### src/rtl/mem_access_stage_pkg.sv
// ----------------------------------------------------------------------------
// mem_access_stage_pkg
// Shared definitions for the MEM stage: FSM state encoding, default bus
// widths, the bus reset constant and a small memory-op decode helper.
// ----------------------------------------------------------------------------
package mem_access_stage_pkg;

    localparam int DATA_WIDTH_DEF     = 64;
    localparam int REG_ADDR_WIDTH_DEF = 5;

    // Value loaded into every 64-bit bus register on reset.
    localparam logic [63:0] BUS_RST_VAL = 64'h0;

    typedef enum logic [1:0] {
        ST_IDLE = 2'd0,
        ST_REQ  = 2'd1,
        ST_DONE = 2'd2
    } mem_state_e;

    function automatic logic is_mem_op(input logic rd, input logic wr);
        return rd | wr;
    endfunction

endpackage

### src/rtl/mem_access_stage_if.sv
// ----------------------------------------------------------------------------
// mem_access_stage_if
// Data-memory req/ack port.
//   master (MEM stage): drives dmem_req, dmem_we, dmem_addr, dmem_wdata
//   slave  (memory)   : drives dmem_ack, dmem_rdata (rdata valid with ack)
// ----------------------------------------------------------------------------
interface mem_access_stage_if
    import mem_access_stage_pkg::*;
#(
    parameter int DATA_WIDTH = DATA_WIDTH_DEF
) ();

    logic                  dmem_req;
    logic                  dmem_we;
    logic [DATA_WIDTH-1:0] dmem_addr;
    logic [DATA_WIDTH-1:0] dmem_wdata;
    logic                  dmem_ack;
    logic [DATA_WIDTH-1:0] dmem_rdata;

    modport master (
        output dmem_req, dmem_we, dmem_addr, dmem_wdata,
        input  dmem_ack, dmem_rdata
    );

    modport slave (
        input  dmem_req, dmem_we, dmem_addr, dmem_wdata,
        output dmem_ack, dmem_rdata
    );

endinterface

### src/rtl/mem_branch_unit.sv
// ----------------------------------------------------------------------------
// mem_branch_unit
// Combinational branch resolution for CBZ/CBNZ/B/BR.
//   in : Branch, Uncondbranch, Branchreg, not_zero, zero_in,
//        pc_in (EX-computed target), read_data_1_in (register target)
//   out: PCSrc (taken), branch_target (next PC when taken)
// Kept standalone so an early-branch variant can reuse it.
// ----------------------------------------------------------------------------
module mem_branch_unit
    import mem_access_stage_pkg::*;
#(
    parameter int DATA_WIDTH = DATA_WIDTH_DEF
) (
    input  logic                  Branch,
    input  logic                  Uncondbranch,
    input  logic                  Branchreg,
    input  logic                  not_zero,
    input  logic                  zero_in,
    input  logic [DATA_WIDTH-1:0] pc_in,
    input  logic [DATA_WIDTH-1:0] read_data_1_in,
    output logic                  PCSrc,
    output logic [DATA_WIDTH-1:0] branch_target
);

    assign PCSrc = Uncondbranch | Branchreg | (Branch & zero_in) | (not_zero & ~zero_in);

    assign branch_target = Branchreg ? read_data_1_in : pc_in;

endmodule

### src/rtl/mem_access_stage.sv
// ----------------------------------------------------------------------------
// mem_access_stage
// MEM stage of the pipelined ARMv8 core. Issues loads/stores on a req/ack
// data-memory port, registers load data for MEM/WB, resolves branches and
// stalls the upstream pipeline while an access is outstanding.
//
// Ports:
//   clock, reset          : clock, synchronous active-high reset
//   pc_in, read_data_1_in : branch targets (PC-relative / register)
//   alu_result_in         : memory address / ALU result
//   read_data_2_in        : store data
//   write_register_in     : destination register
//   zero_in, Branch, Uncondbranch, Branchreg, not_zero,
//   MemRead, MemWrite, MemtoReg : EX/MEM control
//   dmem (master)         : data-memory req/ack port
//   mem_stall             : freeze PC/IF/ID/EX and EX/MEM
//   PCSrc, branch_target  : branch decision and next PC
//   read_data_out         : registered load data
//   alu_result_out, write_register_out, MemtoReg_out : pass-through
//   mem_fault             : access aborted by timeout
//
// Build option: define MEM_TIMEOUT_EN to abort an access after
// TIMEOUT_CYCLES REQ cycles without ack. Undefined, REQ waits forever and
// mem_fault is constant 0.
// ----------------------------------------------------------------------------
module mem_access_stage
    import mem_access_stage_pkg::*;
#(
    parameter int DATA_WIDTH     = DATA_WIDTH_DEF,
    parameter int REG_ADDR_WIDTH = REG_ADDR_WIDTH_DEF,
    parameter int TIMEOUT_CYCLES = 255
) (
    input  logic                      clock,
    input  logic                      reset,
    input  logic [DATA_WIDTH-1:0]     pc_in,
    input  logic [DATA_WIDTH-1:0]     alu_result_in,
    input  logic [DATA_WIDTH-1:0]     read_data_1_in,
    input  logic [DATA_WIDTH-1:0]     read_data_2_in,
    input  logic [REG_ADDR_WIDTH-1:0] write_register_in,
    input  logic                      zero_in,
    input  logic                      Branch,
    input  logic                      Uncondbranch,
    input  logic                      Branchreg,
    input  logic                      not_zero,
    input  logic                      MemRead,
    input  logic                      MemWrite,
    input  logic                      MemtoReg,
    mem_access_stage_if.master        dmem,
    output logic                      mem_stall,
    output logic                      PCSrc,
    output logic [DATA_WIDTH-1:0]     branch_target,
    output logic [DATA_WIDTH-1:0]     read_data_out,
    output logic [DATA_WIDTH-1:0]     alu_result_out,
    output logic [REG_ADDR_WIDTH-1:0] write_register_out,
    output logic                      MemtoReg_out,
    output logic                      mem_fault
);

    localparam logic [DATA_WIDTH-1:0] RST_BUS = DATA_WIDTH'(BUS_RST_VAL);

    mem_state_e            state_q;
    logic                  req_q;
    logic                  we_q;
    logic [DATA_WIDTH-1:0] addr_q;
    logic [DATA_WIDTH-1:0] wdata_q;
    logic [DATA_WIDTH-1:0] rdata_q;
    logic                  mem_op;

`ifdef MEM_TIMEOUT_EN
    localparam int TO_W = $clog2(TIMEOUT_CYCLES + 1);
    // Counter holds the number of ack-less REQ cycles already elapsed; the
    // cycle that sees TIMEOUT_CYCLES-1 is the TIMEOUT_CYCLES-th such cycle.
    localparam logic [TO_W-1:0] TO_LAST = TO_W'(TIMEOUT_CYCLES - 1);
    logic [TO_W-1:0] to_cnt_q;
    logic            fault_q;
`endif

    assign mem_op = is_mem_op(MemRead, MemWrite);

    // DONE deliberately drops the stall so EX/MEM advances exactly once.
    assign mem_stall = (state_q == ST_REQ) || ((state_q == ST_IDLE) && mem_op);

    always_ff @(posedge clock) begin
        if (reset) begin
            state_q  <= ST_IDLE;
            req_q    <= 1'b0;
            we_q     <= 1'b0;
            addr_q   <= RST_BUS;
            wdata_q  <= RST_BUS;
            rdata_q  <= RST_BUS;
`ifdef MEM_TIMEOUT_EN
            to_cnt_q <= '0;
            fault_q  <= 1'b0;
`endif
        end else begin
            case (state_q)
                ST_IDLE: begin
                    if (mem_op) begin
                        req_q   <= 1'b1;
                        we_q    <= MemWrite;    // store wins when both are set
                        addr_q  <= alu_result_in;
                        wdata_q <= read_data_2_in;
                        state_q <= ST_REQ;
`ifdef MEM_TIMEOUT_EN
                        fault_q <= 1'b0;
`endif
                    end
                end
                ST_REQ: begin
                    // Ack takes priority over a same-cycle timeout.
                    if (dmem.dmem_ack) begin
                        req_q   <= 1'b0;
                        if (!we_q) begin
                            rdata_q <= dmem.dmem_rdata;
                        end
                        state_q <= ST_DONE;
`ifdef MEM_TIMEOUT_EN
                        to_cnt_q <= '0;
`endif
                    end
`ifdef MEM_TIMEOUT_EN
                    else if (to_cnt_q == TO_LAST) begin
                        req_q    <= 1'b0;
                        rdata_q  <= RST_BUS;
                        fault_q  <= 1'b1;
                        to_cnt_q <= '0;
                        state_q  <= ST_DONE;
                    end else begin
                        to_cnt_q <= to_cnt_q + 1'b1;
                    end
`endif
                end
                ST_DONE: state_q <= ST_IDLE;
                default: state_q <= ST_IDLE;
            endcase
        end
    end

    assign dmem.dmem_req   = req_q;
    assign dmem.dmem_we    = we_q;
    assign dmem.dmem_addr  = addr_q;
    assign dmem.dmem_wdata = wdata_q;
    assign read_data_out   = rdata_q;

`ifdef MEM_TIMEOUT_EN
    assign mem_fault = fault_q;
`else
    assign mem_fault = 1'b0;
`endif

    assign alu_result_out     = alu_result_in;
    assign write_register_out = write_register_in;
    assign MemtoReg_out       = MemtoReg;

    mem_branch_unit #(
        .DATA_WIDTH (DATA_WIDTH)
    ) u_branch (
        .Branch         (Branch),
        .Uncondbranch   (Uncondbranch),
        .Branchreg      (Branchreg),
        .not_zero       (not_zero),
        .zero_in        (zero_in),
        .pc_in          (pc_in),
        .read_data_1_in (read_data_1_in),
        .PCSrc          (PCSrc),
        .branch_target  (branch_target)
    );

endmodule

### src/flat_wrapper.sv
// flat-port wrapper written by rule: the top's interface ports become plain ports
module mem_access_stage_flat import mem_access_stage_pkg::*;
#(
    parameter int DATA_WIDTH     = DATA_WIDTH_DEF,
    parameter int REG_ADDR_WIDTH = REG_ADDR_WIDTH_DEF,
    parameter int TIMEOUT_CYCLES = 255
)
  (clock, reset, pc_in, alu_result_in, read_data_1_in, read_data_2_in, write_register_in, zero_in, Branch, Uncondbranch, Branchreg, not_zero, MemRead, MemWrite, MemtoReg, mem_stall, PCSrc, branch_target, read_data_out, alu_result_out, write_register_out, MemtoReg_out, mem_fault, dmem_dmem_req, dmem_dmem_we, dmem_dmem_addr, dmem_dmem_wdata, dmem_dmem_ack, dmem_dmem_rdata);
  mem_access_stage_if #(.DATA_WIDTH(DATA_WIDTH)) dmem_i ();
  input  logic clock;
  input  logic reset;
  input  logic [DATA_WIDTH-1:0] pc_in;
  input  logic [DATA_WIDTH-1:0] alu_result_in;
  input  logic [DATA_WIDTH-1:0] read_data_1_in;
  input  logic [DATA_WIDTH-1:0] read_data_2_in;
  input  logic [REG_ADDR_WIDTH-1:0] write_register_in;
  input  logic zero_in;
  input  logic Branch;
  input  logic Uncondbranch;
  input  logic Branchreg;
  input  logic not_zero;
  input  logic MemRead;
  input  logic MemWrite;
  input  logic MemtoReg;
  output logic mem_stall;
  output logic PCSrc;
  output logic [DATA_WIDTH-1:0] branch_target;
  output logic [DATA_WIDTH-1:0] read_data_out;
  output logic [DATA_WIDTH-1:0] alu_result_out;
  output logic [REG_ADDR_WIDTH-1:0] write_register_out;
  output logic MemtoReg_out;
  output logic mem_fault;
  output wire logic [$bits(dmem_i.dmem_req)-1:0] dmem_dmem_req;
  output wire logic [$bits(dmem_i.dmem_we)-1:0] dmem_dmem_we;
  output wire logic [$bits(dmem_i.dmem_addr)-1:0] dmem_dmem_addr;
  output wire logic [$bits(dmem_i.dmem_wdata)-1:0] dmem_dmem_wdata;
  input wire logic [$bits(dmem_i.dmem_ack)-1:0] dmem_dmem_ack;
  input wire logic [$bits(dmem_i.dmem_rdata)-1:0] dmem_dmem_rdata;
  assign dmem_dmem_req = dmem_i.dmem_req;
  assign dmem_dmem_we = dmem_i.dmem_we;
  assign dmem_dmem_addr = dmem_i.dmem_addr;
  assign dmem_dmem_wdata = dmem_i.dmem_wdata;
  assign dmem_i.dmem_ack = dmem_dmem_ack;
  assign dmem_i.dmem_rdata = dmem_dmem_rdata;
  mem_access_stage #(.DATA_WIDTH(DATA_WIDTH), .REG_ADDR_WIDTH(REG_ADDR_WIDTH), .TIMEOUT_CYCLES(TIMEOUT_CYCLES)) u_core (.clock(clock), .reset(reset), .pc_in(pc_in), .alu_result_in(alu_result_in), .read_data_1_in(read_data_1_in), .read_data_2_in(read_data_2_in), .write_register_in(write_register_in), .zero_in(zero_in), .Branch(Branch), .Uncondbranch(Uncondbranch), .Branchreg(Branchreg), .not_zero(not_zero), .MemRead(MemRead), .MemWrite(MemWrite), .MemtoReg(MemtoReg), .dmem(dmem_i), .mem_stall(mem_stall), .PCSrc(PCSrc), .branch_target(branch_target), .read_data_out(read_data_out), .alu_result_out(alu_result_out), .write_register_out(write_register_out), .MemtoReg_out(MemtoReg_out), .mem_fault(mem_fault));
endmodule
### config.mk
export PLATFORM = sky130hd
export DESIGN_NAME = mem_access_stage_flat
export DESIGN_NICKNAME = d
export VERILOG_FILES = /design/src/rtl/mem_access_stage_pkg.sv /design/src/rtl/mem_access_stage_if.sv /design/src/rtl/mem_branch_unit.sv /design/src/rtl/mem_access_stage.sv /design/src/flat_wrapper.sv
export SDC_FILE = /design/constraint.sdc
export NUM_CORES = 1
export LEC_CHECK = 0
export BUFFER_PORTS_ARGS = -buffer_cell sky130_fd_sc_hd__buf_2
export CORE_AREA = 2 2 257 259
export DETAILED_ROUTE_END_ITERATION = 8
export DIE_AREA = 0 0 259 261
export PLACE_DENSITY = 0.36
export RECOVER_POWER = 25
export SYNTH_ARGS = -nofsm -noshare
export SYNTH_HDL_FRONTEND = slang
export SYNTH_SLANG_ARGS = --single-unit
### constraint.sdc
create_clock -name clock -period 3 [get_ports clock]
set_clock_uncertainty 0.2 [all_clocks]
set_input_delay 0.45 -clock clock [delete_from_list [all_inputs] [get_ports clock]]
set_output_delay 0.45 -clock clock [all_outputs]
set_load 0.01 [all_outputs]
==> summary.md <==
| Metric | Value |
|---|---|
| Io pins | 667 |
| Critical path cell sequence | dlygate4sd3_1 > buf_2 > nor2_1 > a21oi_1 > buf_2 |
| Post-synthesis compound-gate area fraction | 0.0377 |
| Drt drc | 0 |
| Vias in the first global route | 9586 |
| Yosys reg bits | 196 |
| Core Rows | 94 |
| Maximum vdd drop | 0.000426 V |
| Vias | 9440 |
| Clock sinks | 196 |
| Most frequent cells in the layout | buf_2, nand2b_1, dfxtp_1 |
| Commonest non-fill, non-tap cell in the layout | buf_2 |
| Pin count of the biggest net entering global routing | 97 |
| Syn Nets | 1335 |
| Crit path top cell by count | buf_2 |
| Worst-path fanout max | 3 |
| Max-cap violations | 1 |
| Post-synthesis xor/xnor area fraction | 0 |
| Htree depth | 4 |
| Post-CTS sizing | 0 |
| Initial cell density of the core | 0.145 |
| DRT antenna net count | 0 |
| Simple-Gate Fraction of Synth Area | 0.229 |
| # hold bufs at CTS | 165 |
| Total negative slack | 0 ns |
| Tcrit/Tclk final | 0.771 |
| Die width | 259 µm |
| WL/cell | 16.9 µm |
| Total grt overflow | 0 |
| Full die area | 67600 µm² |
| Detailed Place HPWL | 34.3 mm |
| Port bufs | 653 |
| Global-route wire length before repair | 61.1 mm |
| CTS tree | done |
| Crit path required time | 2.35 ns |
| Synth Area in Adders | 0 |
| RSZ-0062 raised after global routing | no |
| Power density over the cells | 470 nW/µm² |
| Failing checks | max-capacitance violations, max-slew violations |
| Cells after Synth | 999 |
| Finish-stage setup viols | 0 |
| Crit path capture type | output pin |
| Dpl cell area | 13000 µm² |
| Power, Total | 7.11 mW |
| Comb power frac | 0.230 |
| Leakage | 6.77 nW |
| Least-Margin Pin Slew | 1.59 ns |
| Sw Share | 0.329 |
| P_sw | 2.34 mW |
| Routed wire length | 43.9 mm |
| CTS clk-pin slew, worst paths | 0.08 ns |
| Post-synthesis mux area share | 0.213 |
| Fin crit period | 2.31 ns |
| Final slew viol count | 95 |
| Final GP Congestion | 0.822 |
| Clock power share | 0.362 |
| Nets@finish | 2041 |
| Outcome | finished with violations |
| CTS Buffer Depth | 2 |
| Drt initial violations | 320 |
| P_int | 4.77 mW |
| DR pass1 iterations | 4 |
| Post-Place Cells | 2385 |
| Post CTS Setup Buffer Count | 0 |
| Initial antenna violation count | 12 |
| Core area | 65000 µm² |
| Number of distinct library cells after synthesis | 20 |
| Final hold vios | 0 |
| Layout cells sized above 1 | 0.376 |
| Largest family of logic cells by synthesized area | simple AND/OR/NAND/NOR gates |
| Worst path arrival time | 1.66 ns |
| Hold Crit Class | input port to flip-flop |
| Fmax | 432 MHz |
| Die height | 261 µm |
| Clk root buf | clkbuf_16 |
| Part of the Yosys area used for sequential elements | 0.416 |
| Relative slew slack | -0.0574 |
| CTS buffer count | 17 |
| Ys Warns | 0 |
| Crit-path max cell delay | 0.54 ns |
| Final instance area | 15100 µm² |
| Clk_lat worst skew | 0.49 ns |
| CP Launch Type | input port |
| Post-Layout Cell Count | 2590 |
| Vias per inst | 3.64 |
| GRT Total Usage | 0.124 |
| Sequential power share | 0.409 |
| Synth-to-layout area growth | 60.5% |
| CP max-delay cell | dlygate4sd3_1 |
| Fin Hold WS | 0.0394 ns |
| Post-synth design cell area | 9430 µm² |
| Syn Area/Cell | 9.44 µm² |
| Critical path class | input port to output pin |
==> synth_stat cells, drive strengths merged <==
master,instances,share of area
nand3b,1,0.00080
or3,1,0.00066
conb,1,0.00040
nand2,131,0.052
and4bb,1,0.0013
nor2,4,0.0016
clkbuf,25,0.0099
nand2b,256,0.17
nand4bb,1,0.0012
a21bo,1,0.0011
buf,117,0.094
nor3,1,0.0011
a21oi,68,0.036
mux2,64,0.076
dfxtp,196,0.42
o21ai,1,0.00053
mux2i,129,0.14
inv,1,0.00040
==> cell type report <==
| cell class | instances | area [µm²] |
|---|---|---|
| Inverter | 1 | 3.75 |
| Clock inverter | 15 | 208 |
| Sequential cell | 196 | 3920 |
| Clock buffer | 17 | 425 |
| Fill cell | 7251 | 49900 |
| Antenna cell | 8 | 20.0 |
| Multi-Input combinational cell | 660 | 4550 |
| Tap cell | 864 | 1080 |
| Timing Repair Buffer | 829 | 4930 |
==> final timing paths <==
check	startpoint	end	slack, ns	cells past startpoint
worst max-delay path	MemWrite	mem_stall	0.69	5
worst min-delay path	read_data_2_in[4]	u_core.dmem.dmem_wdata[4]$_SDFFE_PP0P_	0.04	3
worst min register to register	u_core.read_data_out[12]$_SDFFE_PP0P_	u_core.read_data_out[12]$_SDFFE_PP0P_	0.26	2
worst max register to register	u_core.state_q[0]$_SDFFE_PP0P_	u_core.read_data_out[17]$_SDFFE_PP0P_	0.88	3
==> critical path, delay by kind of cell <==
family | cells | cell delay (ns)
and+or+nand+nor | 1 | 0.22
buffers and inverters | 3 | 0.87
AOI/OAI and AO/OA | 1 | 0.12
==> power groups by stage <==
stage	Combinational (mW)	Sequential (mW)	Clock, mW
after detailed placement	1.53	2.96	0
after floorplan	0.763	3.05	0
after global routing	1.78	2.93	2.81
after CTS	1.71	2.90	2.74
final	1.63	2.91	2.57
after global placement	1.53	2.96	0
==> cells by family after synthesis <==
family,Yosys count
buffers and inverters,143
DFF,196
muxes,193
AOI/OAI and AO/OA,70
and+or+nand+nor,396
other,1
==> flip-flops by register name, summed over array words and instances, names as in the netlist <==
register / count
u_core.dmem.dmem_we: 1
u_core.state_q: 2
u_core.dmem.dmem_wdata: 64
u_core.dmem.dmem_addr: 64
u_core.read_data_out: 64
u_core.dmem.dmem_req: 1
==> through the flow <==
| stage | worst slack [ns] | util |
|---|---|---|
| after floorplan | 1.14 | - |
| after global placement | 0.824 | 0.200 |
| after detailed placement | 0.796 | 0.200 |
| after CTS | 0.697 | 0.235 |
| after global routing | 0.651 | 0.233 |
| final | 0.687 | 0.233 |
==> layer usage <==
metal,vias to the layer above,global-route usage,part of all wire
met5,-,0,0.0011
li1,4596,-,-
met1,4374,0.130,0.38
met3,62,0.0414,0.074
met4,6,0.0690,0.042
met2,402,0.218,0.51
No activity file was read; power rests on OpenSTA's default activity.
